==> src/rtl/perip_bus_pkg.sv <==
// Shared types and constants for the peripheral register bus: FSM states,
// region base, slot map and system-timer register offsets.
package perip_bus_pkg;

    typedef enum logic [1:0] {
        IDLE,
        ACCESS,
        WAIT,
        RESP
    } state_t;

    localparam logic [15:0] PERIP_BASE_HI = 16'h1000;

    localparam int SLV_TIMER = 0;

    localparam logic [2:0] TMR_CTRL   = 3'd0;
    localparam logic [2:0] TMR_LOAD_L = 3'd1;
    localparam logic [2:0] TMR_VAL_L  = 3'd2;
    localparam logic [2:0] TMR_LOAD_H = 3'd3;
    localparam logic [2:0] TMR_VAL_H  = 3'd4;

endpackage

==> src/rtl/perip_addr_decode.sv <==
// Combinational peripheral address decoder: byte address -> hit, slot index
// and one-hot select. Shared with the instruction-side access checker.
module perip_addr_decode
    import perip_bus_pkg::*;
#(
    parameter int          NSLV    = 4,
    parameter logic [15:0] BASE_HI = PERIP_BASE_HI
) (
    input  logic [31:0]     addr,
    output logic            hit,
    output logic [3:0]      idx,
    output logic [NSLV-1:0] sel
);

    // The register offset bits do not take part in slot selection.
    logic unused_offset;
    assign unused_offset = ^addr[11:2];

    always_comb begin
        idx = addr[15:12];
        hit = (addr[31:16] == BASE_HI) && (32'(idx) < NSLV) && (addr[1:0] == 2'b00);
        sel = '0;
        for (int k = 0; k < NSLV; k++) begin
            sel[k] = hit && (idx == 4'(k));
        end
    end

endmodule

==> src/rtl/perip_bus_master.sv <==
// Initiator for the peripheral register bus: accepts one CPU load/store,
// drives the decoded slave for its read latency and returns data or an error.
module perip_bus_master
    import perip_bus_pkg::*;
#(
    parameter int          NSLV    = 4,
    parameter logic [15:0] BASE_HI = PERIP_BASE_HI,
    parameter int          RD_LAT  = 1,
    parameter int          AW      = 3
) (
    input  logic              clk,
    input  logic              rst,
    input  logic              req_valid,
    output logic              req_ready,
    input  logic [31:0]       req_addr,
    input  logic              req_wen,
    input  logic [31:0]       req_wdata,
    output logic              rsp_valid,
    input  logic              rsp_ready,
    output logic [31:0]       rsp_rdata,
    output logic              rsp_err,
    output logic [NSLV-1:0]   p_sel,
    output logic [AW-1:0]     p_addr,
    output logic [31:0]       p_wdata,
    output logic              p_wen,
    input  logic [NSLV*32-1:0] p_rdata
);

    localparam int CW = $clog2(RD_LAT + 1);

    state_t          state, state_nxt;
    logic            wen_q;
    logic [NSLV-1:0] sel_q;
    logic [CW-1:0]   cnt;
    logic            dec_hit;
    logic [3:0]      unused_idx;
    logic [NSLV-1:0] dec_sel;
    logic [31:0]     rd_mux;
    logic            last_wait;

    perip_addr_decode #(
        .NSLV    (NSLV),
        .BASE_HI (BASE_HI)
    ) u_decode (
        .addr (req_addr),
        .hit  (dec_hit),
        .idx  (unused_idx),
        .sel  (dec_sel)
    );

    assign last_wait = (cnt == CW'(1));

    always_comb begin
        rd_mux = '0;
        for (int k = 0; k < NSLV; k++) begin
            if (sel_q[k]) rd_mux = rd_mux | p_rdata[32*k +: 32];
        end
    end

    always_ff @(posedge clk) begin
        if (rst) state <= IDLE;
        else     state <= state_nxt;
    end

    always_comb begin
        state_nxt = state;
        req_ready = 1'b0;
        rsp_valid = 1'b0;
        p_sel     = '0;
        p_wen     = 1'b0;
        unique case (state)
            IDLE: begin
                req_ready = 1'b1;
                if (req_valid) state_nxt = dec_hit ? ACCESS : RESP;
            end
            ACCESS: begin
                p_sel     = sel_q;
                p_wen     = wen_q;
                state_nxt = wen_q ? RESP : WAIT;
            end
            WAIT: begin
                p_sel = sel_q;
                if (last_wait) state_nxt = RESP;
            end
            RESP: begin
                rsp_valid = 1'b1;
                if (rsp_ready) state_nxt = IDLE;
            end
            default: state_nxt = IDLE;
        endcase
    end

    // Request latch, read-latency counter and response registers.
    always_ff @(posedge clk) begin
        if (rst) begin
            p_addr    <= '0;
            p_wdata   <= '0;
            wen_q     <= 1'b0;
            sel_q     <= '0;
            cnt       <= '0;
            rsp_rdata <= '0;
            rsp_err   <= 1'b0;
        end else begin
            unique case (state)
                IDLE: begin
                    if (req_valid) begin
                        p_addr    <= req_addr[AW+1:2];
                        p_wdata   <= req_wdata;
                        wen_q     <= req_wen;
                        sel_q     <= dec_sel;
                        rsp_err   <= ~dec_hit;
                        rsp_rdata <= '0;
                    end
                end
                ACCESS: cnt <= CW'(RD_LAT);
                WAIT: begin
                    cnt <= cnt - CW'(1);
                    if (last_wait) rsp_rdata <= rd_mux;
                end
                default: ;
            endcase
        end
    end

endmodule
==> config.mk <==
export PLATFORM = sky130hd
export DESIGN_NAME = perip_bus_master
export DESIGN_NICKNAME = d
export VERILOG_FILES = /design/src/rtl/perip_bus_pkg.sv /design/src/rtl/perip_addr_decode.sv /design/src/rtl/perip_bus_master.sv
export SDC_FILE = /design/constraint.sdc
export NUM_CORES = 1
export LEC_CHECK = 0
export BUFFER_PORTS_ARGS = -buffer_cell sky130_fd_sc_hd__buf_2
export CORE_MARGIN = 5
export CORE_UTILIZATION = 36
export CTS_CLUSTER_SIZE = 16
export DETAILED_ROUTE_END_ITERATION = 16
export GPL_TIMING_DRIVEN = 0
export PLACE_DENSITY = 0.84
export SYNTH_ARGS = -nofsm -noshare
export SYNTH_HDL_FRONTEND = slang
export SYNTH_SLANG_ARGS = --single-unit
==> constraint.sdc <==
create_clock -name clk -period 1.6 [get_ports clk]
set_input_delay 0.32 -clock clk [delete_from_list [all_inputs] [get_ports clk]]
set_output_delay 0.32 -clock clk [all_outputs]
set_load 0.01 [all_outputs]
==> reports/qor.yml, run 1 <==
outcome: "finished with violations"
violations: "setup timing"
ys_seq_area_frac: 0.443
synth_area_um2: 3430
drc: 0
area_delta_synth_final_pct: 64.6
firstDrtPassIters: 4
crit_top_cell: "or3_4"
synthTopCellsByArea: "dfxtp_1 (44%), a22oi_1 (21%), nand2_1 (11%)"
peakVddDrop_mv: 0.839
initial_core_util: 0.370
synth_edf_count: 0
cts_made_buffers: 9
cp.required_ps: 1830
comb_power_share: 0.436
globalRouteMet2Util: 0.412
cts_buffer_depth: 2
relSlewSlack: 0.608
crit_buf_inv: 1
period_share: 1.07
fin_cells: 858
fin_ws_ps: -113
dp.cells: 828
port_buffers: 263
viasPerCell: 5.02
place_ws_ps: -360
num_vias: 4306
leakage_nw: 2.75
numClockSinks: 76
routedWlPerCell_um: 16.1
postSynthCellCount: 436
antenna_found_initial: 1
cts_tree: "built"
ys_warn_count: 0
track_usage: 0.222
synthTopCellsByCount: "nand2_1 (105), a22oi_1 (96), dfxtp_1 (76)"
slowest_delay_ps: 430
max_cap_violations: 0
cp_slowest_cell: "or3_4"
powerDensity_nw_per_um2: 1140
finalCriticalPeriod_ps: 1710
first_iter_violations: 299
avgSynthCellArea_um2: 7.87
ys_async_sr_fraction: 0
crit_chain: "inv_4 -> ha_4 -> nand2_4 -> or3_4 -> or3_4 -> o41ai_4"
clk_pin_slew_ps: 80
cp_data_arrival_time_ps: 1940
top_usage_layer: "met2"
synth.most_common_cell: "nand2_1"
drive_above_1_share: 0.497
switching_share: 0.347
grt_overflow: 0
routed_wl_mm: 13.8
clkLatencyLatePin_ps: 340
use_met3: 0.0714
fill_cells: 896
synth.largest_area_cell: "dfxtp_1"
rsz0062_at_grt: "true"
final_util: 0.608
critPathCaptureType: "flop"
grt_use_met1: 0.233
die-area_um2: 11600
path_max_fanout: 4
routabilityCongestion: 0.857
root_buffer: "clkbuf_8"
ios: 272
cp_top_family: "simple AND/OR/NAND/NOR gates"
pwr-share-clk: 0.224
power.total_mw: 6.46
final-hold-violation-count: 0
die_h_um: 108
syn_nets: 637
nets: 924
min_path_type: "input port to flop"
yosys_register_bits: 76
slew_violations: 0
p_sw_mw: 2.24
ant_nets: 0
grt_pass1_wl_mm: 20.4
std_cell_rows: 35
grt_pass1_vias: 4292
cp-start-kind: "flop"
seq_power_share: 0.340
critical_path_class: "flop to flop"
internal-power_mw: 4.22
setup_viol: 7
tightest_slew_ps: 588
fp.coreArea_um2: 9280
finalClockSkew_ps: 11.1
die_w_um: 108
dpl.hpwl_mm: 10.7
synthFlopType: "dfxtp_1"
cts_max_level: 3
ys_types: 25
fmax_mhz: 584
hold_ws_ps: 209
netlist.area_leader.share: 0.443
grt_max_degree: 14
-- layer usage --
layer,part of all wire,up-vias
li1,-,2134
met1,0.36,1951
met2,0.52,188
met3,0.089,33
met4,0.031,0
met5,0,-
-- power by group through the flow --
stage               Sequential [mW]  Clock (mW)  Combinational (mW)
floorplan                      2.30           0               0.889
CTS                            2.19        1.48                2.12
detailed placement             2.23           0                1.69
finish                         2.20        1.45                2.82
global placement               2.22           0                1.68
global route                   2.22        1.56                3.05
-- cell usage in the layout, fill, tap and decap left out, types with 2 or more instances in the layout --
cell type / Yosys / layout
a22oi_1: 96 / 73
and2_4: 0 / 6
dfxtp_1: 76 / 70
inv_4: 0 / 2
nand2b_1: 3 / 3
clkbuf_1: 39 / 19
nor4_1: 5 / 5
dfxtp_2: 0 / 5
a21oi_1: 36 / 36
nor2_1: 36 / 36
a22oi_2: 0 / 23
clkinvlp_4: 0 / 3
ha_4: 0 / 3
clkbuf_2: 0 / 5
clkbuf_8: 0 / 9
clkbuf_4: 0 / 4
nand3b_1: 5 / 5
buf_8: 0 / 3
nand3_1: 4 / 3
o41ai_2: 0 / 2
clkbuf_16: 0 / 3
o41ai_4: 0 / 2
buf_4: 0 / 17
nor3_1: 2 / 2
inv_1: 4 / 2
or3_4: 1 / 2
buf_2: 0 / 258
buf_6: 0 / 9
nand2_1: 105 / 105
-- tightest hold or removal path, cell delays in order --
cell and delay, ps:
buf_2 90, nand2_1 40, a21oi_1 50
-- through the flow --
stage               instance area [um^2]  setup TNS [ps]
floorplan                           3440           -75.0
global placement                    4920          -18170
detailed placement                  4920          -19890
CTS                                 5310            -507
global route                        5650           -1320
finish                              5650            -451
-- logic make-up (layout without fill, tap and decap cells) --
family          after synthesis  after routing  synth area share
buf+inv                      44            336            0.0481
fa+ha+maj                     4              4            0.0146
simple gates                171            171             0.211
flops                        76             76             0.443
compound gates              141            141             0.283
other cells                   0              1                 0
-- timing repair --
item / CTS / global route
hold buffers: 0 / 0
pin swaps: 3 / 12
resized for setup: 41 / 62
setup buffers: 13 / 4
gates cloned: 0 / 3
setup endpoints to repair: 70 / 80
-- sequential cells by signal, indices dropped and copies added (netlist names) --
name       flops
wen_q          1
sel_q          4
rsp_rdata     32
p_wdata       32
p_addr         3
rsp_err        1
cnt            1
state          2
-- layout make-up --
type | instances | area [um^2] | share of cell area
tap | 129 | 161 | 0.0286
multi-input combinational | 316 | 1980 | 0.351
sequential | 76 | 1530 | 0.271
clock buffer | 11 | 131 | 0.0233
buffer | 33 | 195 | 0.0346
clock inverter | 5 | 61.3 | 0.0109
timing repair buffer | 283 | 1560 | 0.277
antenna | 1 | 2.50 | 0.000443
inverter | 4 | 20.0 | 0.00354
-- path summary, 6_finish.rpt --
| path | from | to | slack, ps | depth (start not counted) |
|---|---|---|---|---|
| setup / recovery | state[1]$_SDFFE_PP0P_ | sel_q[3]$_SDFFE_PP0P_ | -110 | 6 |
| hold / removal | req_wdata[24] | p_wdata[24]$_SDFFE_PP0P_ | 210 | 3 |
| setup reg to reg | state[1]$_SDFFE_PP0P_ | sel_q[3]$_SDFFE_PP0P_ | -110 | 6 |
| hold reg to reg | p_wdata[3]$_SDFFE_PP0P_ | p_wdata[3]$_SDFFE_PP0P_ | 450 | 2 |
(Power assumes the default switching activity.)
==> inputs of run 2 (changes only) <==
- CORE_AREA: not set -> 2 2 104 106
- CORE_MARGIN: 5 -> not set
- CORE_UTILIZATION: 36 -> not set
- DIE_AREA: not set -> 0 0 106 108
- PLACE_DENSITY: 0.84 -> 0.79
==> reports/qor.yml, run 2 (synthesis gave the netlist of run 1 again) <==
outcome: "finished with violations"  # unchanged
violations: "setup timing"  # unchanged
root_buffer: "clkbuf_8"  # unchanged
die_h_um: 108  # about the same
critical_path_class: "flop to flop"  # unchanged
grt_use_met1: 0.236  # was 0.233
nets: 916  # was 924
ios: 272  # unchanged
cp.required_ps: 1840  # was 1830 ps
cts_buffer_depth: 2  # unchanged
antenna_found_initial: 0  # was 1
fp.coreArea_um2: 10200  # was 9280 um^2
comb_power_share: 0.381  # was 0.436
register_area_um2: 1530  # unchanged
firstDrtPassIters: 6  # was 4
std_cell_rows: 37  # was 35
routedWlPerCell_um: 15.2  # was 16.1 um
grt_pass1_vias: 3882  # was 4292
routed_wl_mm: 13.0  # was 13.8 mm
top_usage_layer: "met2"  # unchanged
layout_common_cells: "buf_2 (259), nand2_1 (105), a22oi_1 (82), dfxtp_1 (70)"  # was buf_2 (258), nand2_1 (105), a22oi_1 (73), dfxtp_1 (70)
grt_pass1_wl_mm: 19.0  # was 20.4 mm
peakVddDrop_mv: 0.640  # was 0.839 mV
routabilityCongestion: 0.812  # was 0.857
pwr-share-clk: 0.248  # was 0.224
powerDensity_nw_per_um2: 1090  # was 1140 nW/um^2
leakage_nw: 2.66  # was 2.75 nW
min_path_type: "input port to flop"  # unchanged
setup_viol: 14  # was 7
initial_core_util: 0.335  # was 0.370
p_sw_mw: 2.10  # was 2.24 mW
slew_violations: 0  # unchanged
cts_tree: "built"  # unchanged
dpl.hpwl_mm: 10.1  # was 10.7 mm
use_met3: 0.0555  # was 0.0714
cts_made_buffers: 9  # unchanged
viasPerCell: 4.99  # was 5.02
die-area_um2: 11400  # was 11600 um^2
power.total_mw: 5.93  # was 6.46 mW
finalClockSkew_ps: 13.0  # was 11.1 ps
switching_share: 0.355  # was 0.347
ant_nets: 0  # unchanged
fin_ws_ps: -32.7  # was -113 ps
num_vias: 4270  # was 4306
diodes: 0  # was 1
numClockSinks: 76  # unchanged
period_share: 1.02  # was 1.07
fill_cells: 1033  # was 896
port_buffers: 263  # unchanged
grt_overflow: 0  # unchanged
critPathCaptureType: "flop"  # unchanged
final_util: 0.533  # was 0.608
grt_max_degree: 14  # unchanged
drc: 0  # unchanged
final_common_cell: "buf_2"  # unchanged
clk_pin_slew_ps: 90  # was 80 ps
rsz0062_at_grt: "true"  # unchanged
relSlewSlack: 0.608  # about the same
clkLatencyLatePin_ps: 350  # was 340 ps
reg_top3: "p_wdata x32, rsp_rdata x32, sel_q x4"  # unchanged
track_usage: 0.213  # was 0.222
cts_max_level: 3  # unchanged
globalRouteMet2Util: 0.400  # was 0.412
place_ws_ps: -401  # was -360 ps
first_iter_violations: 261  # was 299
die_w_um: 106  # was 108 um
seq_power_share: 0.371  # was 0.340
tightest_slew_ps: 580  # was 588 ps
max_cap_violations: 0  # unchanged
internal-power_mw: 3.82  # was 4.22 mW
fmax_mhz: 612  # was 584 MHz
final-hold-violation-count: 0  # unchanged
drive_above_1_share: 0.478  # was 0.497
multi_input_area_um2: 1900  # was 1980 um^2
finalCriticalPeriod_ps: 1630  # was 1710 ps
cp-start-kind: "flop"  # unchanged
cp_data_arrival_time_ps: 1870  # was 1940 ps
path_max_fanout: 4  # unchanged
area_delta_synth_final_pct: 58.9  # was 64.6%
[run 2: cell types whose count changed in the layout (fill, tap and decap cells not counted), sizes merged]
cell / before / now
buf: 287 / 277
diode: 1 / 0
clkbuf: 40 / 42
[run 2: power by group through the flow]
stage	sequential [mW]	clock (mW)	combinational [mW]
floorplan	2.30	0	0.889
global placement	2.23	0	1.69
detailed placement	2.24	0	1.69
CTS	2.20	1.51	2.12
global route	2.23	1.59	2.49
finish	2.20	1.47	2.26
[run 2: routing by layer]
metal	vias up	share of wire
met5	-	0
met1	1951	0.40
met4	0	0.019
met3	19	0.069
met2	190	0.51
li1	2110	-
[run 2: worst paths after layout]
check | from | end | slack (ps) | depth (start not counted)
setup / recovery | state[0]$_SDFFE_PP0P_ | sel_q[2]$_SDFFE_PP0P_ | -30 | 6
hold / removal | req_wdata[19] | p_wdata[19]$_SDFFE_PP0P_ | 210 | 3
setup reg to reg | state[0]$_SDFFE_PP0P_ | sel_q[2]$_SDFFE_PP0P_ | -30 | 6
hold reg to reg | p_wdata[5]$_SDFFE_PP0P_ | p_wdata[5]$_SDFFE_PP0P_ | 450 | 2
[run 2: what timing repair did]
item,in CTS,in global routing
buffers inserted,11,1
resized for setup,48,32
pin swaps,3,0
setup endpoints to repair,70,78
hold buffers,0,0
cloned,0,0
[run 2: final cells by class]
type,count,share of cell area
inverters,4,0.00367
clock inverters,5,0.0112
plain buffers,33,0.0356
multi-input cells,316,0.349
repair buffers,275,0.264
clock buffers,11,0.0241
well taps,136,0.0312
flip-flops and latches,76,0.281
[run 2: worst max-delay path, cell delays in order (launching register included)]
cell	delay [ps]
dfxtp_2	340
inv_4	70
ha_4	160
nand2_4	60
or3_1	300
or3_4	370
o41ai_2	220
[run 2: per-stage QoR]
stage | area [um^2] | TNS, ps | hold slack [ps] | std cells
after floorplan | 3440 | -75.0 | 421 | 436
after global placement | 4930 | -18180 | 438 | 835
after detailed placement | 4930 | -19570 | 443 | 835
after CTS | 5330 | -133 | 190 | 856
after global routing | 5450 | -2770 | 194 | 856
final | 5450 | -197 | 208 | 856
